--- src/rtl/bcd_pkg.sv ---
`default_nettype none
// ============================================================================
// Module   : bcd_pkg
// Purpose  : Shared sizing constants, state encoding and a digit-validity
//            helper for the iterative BCD-to-binary converter.
// Ports    : none (package)
// Revision : 1.0 - initial release
// ============================================================================
package bcd_pkg;

  localparam int DIGITS = 6;               // BCD digits accepted per conversion
  localparam int BIN_W  = 20;              // binary result width
  localparam int BCD_W  = 4 * DIGITS;      // packed BCD field width
  localparam int ITER   = BIN_W;           // one result bit per iteration
  localparam int SR_W   = BCD_W + BIN_W;   // combined {bcd, bin} shift register
  localparam int CNT_W  = $clog2(ITER);    // iteration counter width

  localparam logic [3:0] BCD_ADJ = 4'd3;   // amount removed from a large nibble
  localparam logic [3:0] BCD_THR = 4'd8;   // nibble value that needs adjusting
  localparam logic [3:0] BCD_MAX = 4'd9;   // largest legal BCD digit

  typedef enum logic [1:0] {
    IDLE = 2'd0,
    CONV = 2'd1,
    DONE = 2'd2
  } state_e;

  // True when any nibble of the packed digit field holds A..F.
  function automatic logic bcd_has_bad(input logic [BCD_W-1:0] digits);
    logic bad;
    bad = 1'b0;
    for (int i = 0; i < DIGITS; i++) begin
      if (digits[4*i +: 4] > BCD_MAX) begin
        bad = 1'b1;
      end
    end
    return bad;
  endfunction

endpackage
`default_nettype wire

--- src/rtl/bcd_nib_corr.sv ---
`default_nettype none
// ============================================================================
// Module   : bcd_nib_corr
// Purpose  : Per-digit correction for reverse double-dabble. After a right
//            shift, a nibble that reached 8 or more carried a borrowed "10"
//            worth 16/2 = 8 instead of 5, so 3 is removed to restore BCD.
// Ports    : nib_i  [3:0]  shifted BCD nibble
//            nib_o  [3:0]  corrected nibble
// Revision : 1.0 - initial release
// ============================================================================
module bcd_nib_corr
  import bcd_pkg::*;
(
  input  logic [3:0] nib_i,
  output logic [3:0] nib_o
);

  assign nib_o = (nib_i >= BCD_THR) ? (nib_i - BCD_ADJ) : nib_i;

endmodule
`default_nettype wire

--- src/rtl/bcd_to_bin.sv ---
`default_nettype none
// ============================================================================
// Module   : bcd_to_bin
// Purpose  : Iterative six-digit BCD to 20-bit binary converter using reverse
//            double-dabble, one result bit per clock. Accepts digits with a
//            valid/ready handshake and signals each result with a one-cycle
//            out_valid pulse; data and err hold until the next result.
// Ports    : sys_clk    in   system clock, rising edge
//            sys_rst_n  in   asynchronous active-low reset
//            in_valid   in   digits present
//            in_ready   out  converter idle, digits accepted on this edge
//            unit..h_tho in  BCD digits 10^0 .. 10^5
//            data [19:0] out binary result (0 when err)
//            out_valid  out  one-cycle result strobe
//            err        out  last accepted set had a digit above 9
// Revision : 1.0 - initial release
// ============================================================================
module bcd_to_bin
  import bcd_pkg::*;
(
  input  logic             sys_clk,
  input  logic             sys_rst_n,
  input  logic             in_valid,
  output logic             in_ready,
  input  logic [3:0]       unit,
  input  logic [3:0]       ten,
  input  logic [3:0]       hun,
  input  logic [3:0]       tho,
  input  logic [3:0]       t_tho,
  input  logic [3:0]       h_tho,
  output logic [BIN_W-1:0] data,
  output logic             out_valid,
  output logic             err
);

  localparam logic [CNT_W-1:0] CNT_LAST = CNT_W'(ITER - 1);

  state_e             state_q,     state_d;
  logic [SR_W-1:0]    sr_q,        sr_d;
  logic [CNT_W-1:0]   cnt_q,       cnt_d;
  logic               err_pend_q,  err_pend_d;
  logic [BIN_W-1:0]   data_q,      data_d;
  logic               err_q,       err_d;
  logic               out_valid_q, out_valid_d;

  logic [BCD_W-1:0]   w_digits;
  logic               w_bad;
  logic [SR_W-1:0]    w_shift;
  logic [BCD_W-1:0]   w_corr;
  logic [SR_W-1:0]    w_iter;

  // Most significant digit sits at the top of the BCD field.
  assign w_digits = {h_tho, t_tho, tho, hun, ten, unit};
  assign w_bad    = bcd_has_bad(w_digits);

  // One iteration: shift the whole register right (BCD LSB drops into the
  // binary MSB), then fix up every BCD nibble.
  assign w_shift = sr_q >> 1;

  generate
    for (genvar gi = 0; gi < DIGITS; gi++) begin : g_nib
      bcd_nib_corr u_corr (
        .nib_i (w_shift[BIN_W + 4*gi +: 4]),
        .nib_o (w_corr[4*gi +: 4])
      );
    end
  endgenerate

  assign w_iter = {w_corr, w_shift[BIN_W-1:0]};

  // --------------------------------------------------------------------------
  // State and datapath registers
  // --------------------------------------------------------------------------
  always_ff @(posedge sys_clk or negedge sys_rst_n) begin
    if (!sys_rst_n) begin
      state_q     <= IDLE;
      sr_q        <= '0;
      cnt_q       <= '0;
      err_pend_q  <= 1'b0;
      data_q      <= '0;
      err_q       <= 1'b0;
      out_valid_q <= 1'b0;
    end else begin
      state_q     <= state_d;
      sr_q        <= sr_d;
      cnt_q       <= cnt_d;
      err_pend_q  <= err_pend_d;
      data_q      <= data_d;
      err_q       <= err_d;
      out_valid_q <= out_valid_d;
    end
  end

  // --------------------------------------------------------------------------
  // Next-state and output logic
  // --------------------------------------------------------------------------
  always_comb begin
    state_d     = state_q;
    sr_d        = sr_q;
    cnt_d       = cnt_q;
    err_pend_d  = err_pend_q;
    data_d      = data_q;
    err_d       = err_q;
    out_valid_d = 1'b0;
    in_ready    = 1'b0;

    case (state_q)
      IDLE: begin
        in_ready = 1'b1;
        if (in_valid) begin
          sr_d       = {w_digits, {BIN_W{1'b0}}};
          err_pend_d = w_bad;
          cnt_d      = '0;
          state_d    = CONV;
        end
      end

      CONV: begin
        sr_d  = w_iter;
        cnt_d = cnt_q + CNT_W'(1);
        if (cnt_q == CNT_LAST) begin
          // The binary field is complete after this last shift; result
          // registers update only here so they stay stable in between.
          data_d      = err_pend_q ? '0 : w_iter[BIN_W-1:0];
          err_d       = err_pend_q;
          out_valid_d = 1'b1;
          cnt_d       = '0;
          state_d     = DONE;
        end
      end

      DONE: begin
        state_d = IDLE;
      end

      default: begin
        state_d = IDLE;
      end
    endcase
  end

  assign data      = data_q;
  assign err       = err_q;
  assign out_valid = out_valid_q;

endmodule
`default_nettype wire

--- config.mk ---
export PLATFORM = sky130hd
export DESIGN_NAME = bcd_to_bin
export DESIGN_NICKNAME = d
export VERILOG_FILES = /design/src/rtl/bcd_pkg.sv /design/src/rtl/bcd_nib_corr.sv /design/src/rtl/bcd_to_bin.sv
export SDC_FILE = /design/constraint.sdc
export NUM_CORES = 1
export LEC_CHECK = 0
export ABC_AREA = 0
export CORE_ASPECT_RATIO = 0.6
export CORE_MARGIN = 2
export CORE_UTILIZATION = 40
export DETAILED_ROUTE_END_ITERATION = 16
export PLACE_DENSITY_LB_ADDON = 0.12
export SKIP_CTS_REPAIR_TIMING = 1
export SYNTH_ARGS = -nofsm -noshare
export SYNTH_HDL_FRONTEND = slang
export SYNTH_SLANG_ARGS = --single-unit
--- constraint.sdc ---
create_clock -name sys_clk -period 3.1 [get_ports sys_clk]
set_clock_uncertainty 0.15 [all_clocks]
set_input_delay 0.62 -clock sys_clk [delete_from_list [all_inputs] [get_ports sys_clk]]
set_output_delay 0.62 -clock sys_clk [all_outputs]
set_load 0.02 [all_outputs]
==> results.toml <==
[global_routing]
grt.overflow.total = 0
first_global_vias = 2871
antenna_found_initial = 0
grt_max_degree = 50
grt_pass1_wl_um = 14900
grt.total_usage_pct = 19.5

[power_and_ir_drop]
p_comb_share_pct = 43.1
p_per_area_nw_per_um2 = 1100
vdd_drop_max_mv = 0.363
p_clk_share_pct = 19.2
p_switching_mw = 1.94
p_int_mw = 2.98
swShare_pct = 39.4
p_total_mw = 4.92
p_leak_nw = 2.00
pwr-share-seq_pct = 37.7

[timing]
worst_pin_slew_ns = 0.618
layout_setup_ws_ns = 0.730
setup_viol = 0
rsz0062_at_grt = "no"
period_needed_ns = 2.37
max_freq_ghz = 0.422
fin_tns_setup_ns = 0
whs_ns = 0.150
period_share_pct = 76.5
slew_violations = 0
slew-limit-headroom_pct = 58.8
hold_violations = 0

[status]
status = "finished clean"

[place]
numPortBuffers = 49
preCtsSetupSlack_ns = 0.729
hpwl_um = 5970
placed_cells = 530
place.gp.congestion = 0.805
placed_area_um2 = 4230

[cts]
cts_tree = "yes"
cts.path.max_buffers = 2
htree_levels = 3
clk_pin_slew_ns = 0.05
cts_made_buffers = 9
clock-sinks = 73
cts-root-buf = "clkbuf_16"
clk_latency_ns = 0.34

[final_layout]
layoutNonFillerInstCount = 544
nFillCells = 873
utilization_pct = 49.6
n_antenna_cell = 0
syn_to_final_growth_pct = 22.3
design_area_um2 = 4490
nets = 463
drive_above_1_share_pct = 6.54

[yosys]
netlist_instances = 382
yosys.area_share.adder_pct = 3.75
ys_ff_latch = 73
async_reset_ff_share_pct = 100
yosysMostFrequentCell = "dfrtp_1"
synth-xor-area-share_pct = 2.38
ys_warn_count = 0
yosysSeqAreaShare_pct = 49.7
synth_top_family_by_area = "simple AND/OR/NAND/NOR gates"
synth_area_leaders = "dfrtp_1, nand2_1, nand2b_1"
avgSynthCellArea_um2 = 9.62
synth_top_area_cell = "dfrtp_1"
synth_ff_type = "dfrtp_1"
synth_cell_types = 41
synth.top_cell.area_share_pct = 49.7
synth.area.mux_share_pct = 2.04
synth_compound_area_share_pct = 17.3
synth_area_um2 = 3670
synthSimpleGateAreaFrac_pct = 18.9
synthTopCellsByCount = "dfrtp_1, nand2_1, o21ai_0"
synth_fp_nets = 420
synth_edf_count = 0

[drt]
wirelength_um = 8880
wire_per_inst_um = 16.3
wl_met3_um = 441
drc = 0
via_count = 2897
met1Wirelength_um = 4700
first_iter_violations = 203
via_per_inst = 5.33
dr.max_layer_used = "met4"
ant_nets = 0
wl_met2_um = 3670
firstDrtPassIters = 4

[worst_setup_path]
crit_path_max_fanout = 7
cp_slowest_cell = "clkdlybuf4s50_1"
crit_buf_inv = 1
worstPathRequired_ns = 2.33
startpoint = "state_q[0]"
reg2reg_to = "err"
r2r-start = "cnt_q[0]"
critPathKind = "flip-flop to output port"
crit_cells = 2
path_delay_family = "buffers and inverters"
endpoint = "in_ready"
cp.arrival_ns = 1.60
critPathCaptureType = "output port"
r2r_setup_slack_ns = 0.95
r2r_cells = 4
cpPeakStageDelay_ns = 0.61
startpoint_type = "flip-flop"
crit_path_cell_trace = "nor2_1 -> clkdlybuf4s50_1"

[die]
coreArea_um2 = 9050
num_rows = 27
die_h_um = 78.2
die_w_um = 128
die-area_um2 = 10000
top_level_ports = 50
start_util_pct = 40.6

[run]
drv_cap = 0

[hold_path]
hold_class = "input port to asynchronous set/reset pin"
registers in the layout (all words and copies together) (netlist names):
signal      count
err_pend_q      1
state_q         2
err             1
out_valid       1
data           20
cnt_q           5
sr_q           43
kinds of logic (layout without fill, tap and decap cells):
| kind of cell | after synthesis | after routing |
|---|---|---|
| simple gates | 138 | 138 |
| fa+ha+maj | 11 | 11 |
| buf+inv | 41 | 87 |
| compound gates | 102 | 102 |
| mux | 7 | 7 |
| xor+xnor | 10 | 10 |
| flops | 73 | 73 |
power by group through the flow:
stage | Sequential, mW | Clock [mW] | Combinational [mW]
detailed placement | 1.86 | 0 | 2.13
global route | 1.93 | 1.01 | 2.39
global placement | 1.85 | 0 | 2.08
finish | 1.86 | 0.944 | 2.12
floorplan | 1.86 | 0 | 1.43
CTS | 1.85 | 0.963 | 2.14
worst min path at each step:
stage               slack [ns]      start  endpoint  cells after the start
global route              0.20  sys_rst_n   data[0]                      1
CTS                       0.17  sys_rst_n  data[19]                      1
finish                    0.15  sys_rst_n   data[2]                      1
global placement          0.33    sr_q[6]   sr_q[5]                      2
detailed placement        0.34    sr_q[5]   sr_q[4]                      2
floorplan                 0.17  sys_rst_n  cnt_q[0]                      0
final cells by class:
| type | instances | area [um^2] | area share, % |
|---|---|---|---|
| sequential | 73 | 1830 | 40.7 |
| clock buffer | 14 | 264 | 5.88 |
| tap | 116 | 145 | 3.23 |
| inverter | 15 | 56.3 | 1.25 |
| timing repair buffer | 58 | 566 | 12.6 |
| multi-input combinational | 268 | 1640 | 36.4 |
cell usage in the layout (no fill, tap or decap), types with 3 or more instances in the layout:
cell / instances
xor2_1: 5
o22ai_1: 11
clkdlybuf4s50_1: 48
a21oi_1: 10
ha_1: 11
nand3_1: 25
a31oi_1: 4
buf_4: 8
inv_1: 15
o21a_1: 4
nor2_1: 12
nor2b_1: 5
o21ai_1: 18
o22a_1: 6
xnor2_1: 5
nand2_1: 59
nand2b_1: 25
dfrtp_1: 73
mux2i_1: 6
clkbuf_1: 3
o31ai_1: 5
o211a_1: 5
o21ai_0: 30
clkbuf_16: 9
metal layers:
metal / GRT usage [%] / up-vias
met2: 27.5 / 59
li1: - / 1399
met5: 0 / -
met4: 3.96 / 0
met1: 29.1 / 1430
met3: 6.41 / 9
(Power assumes the default switching activity.)
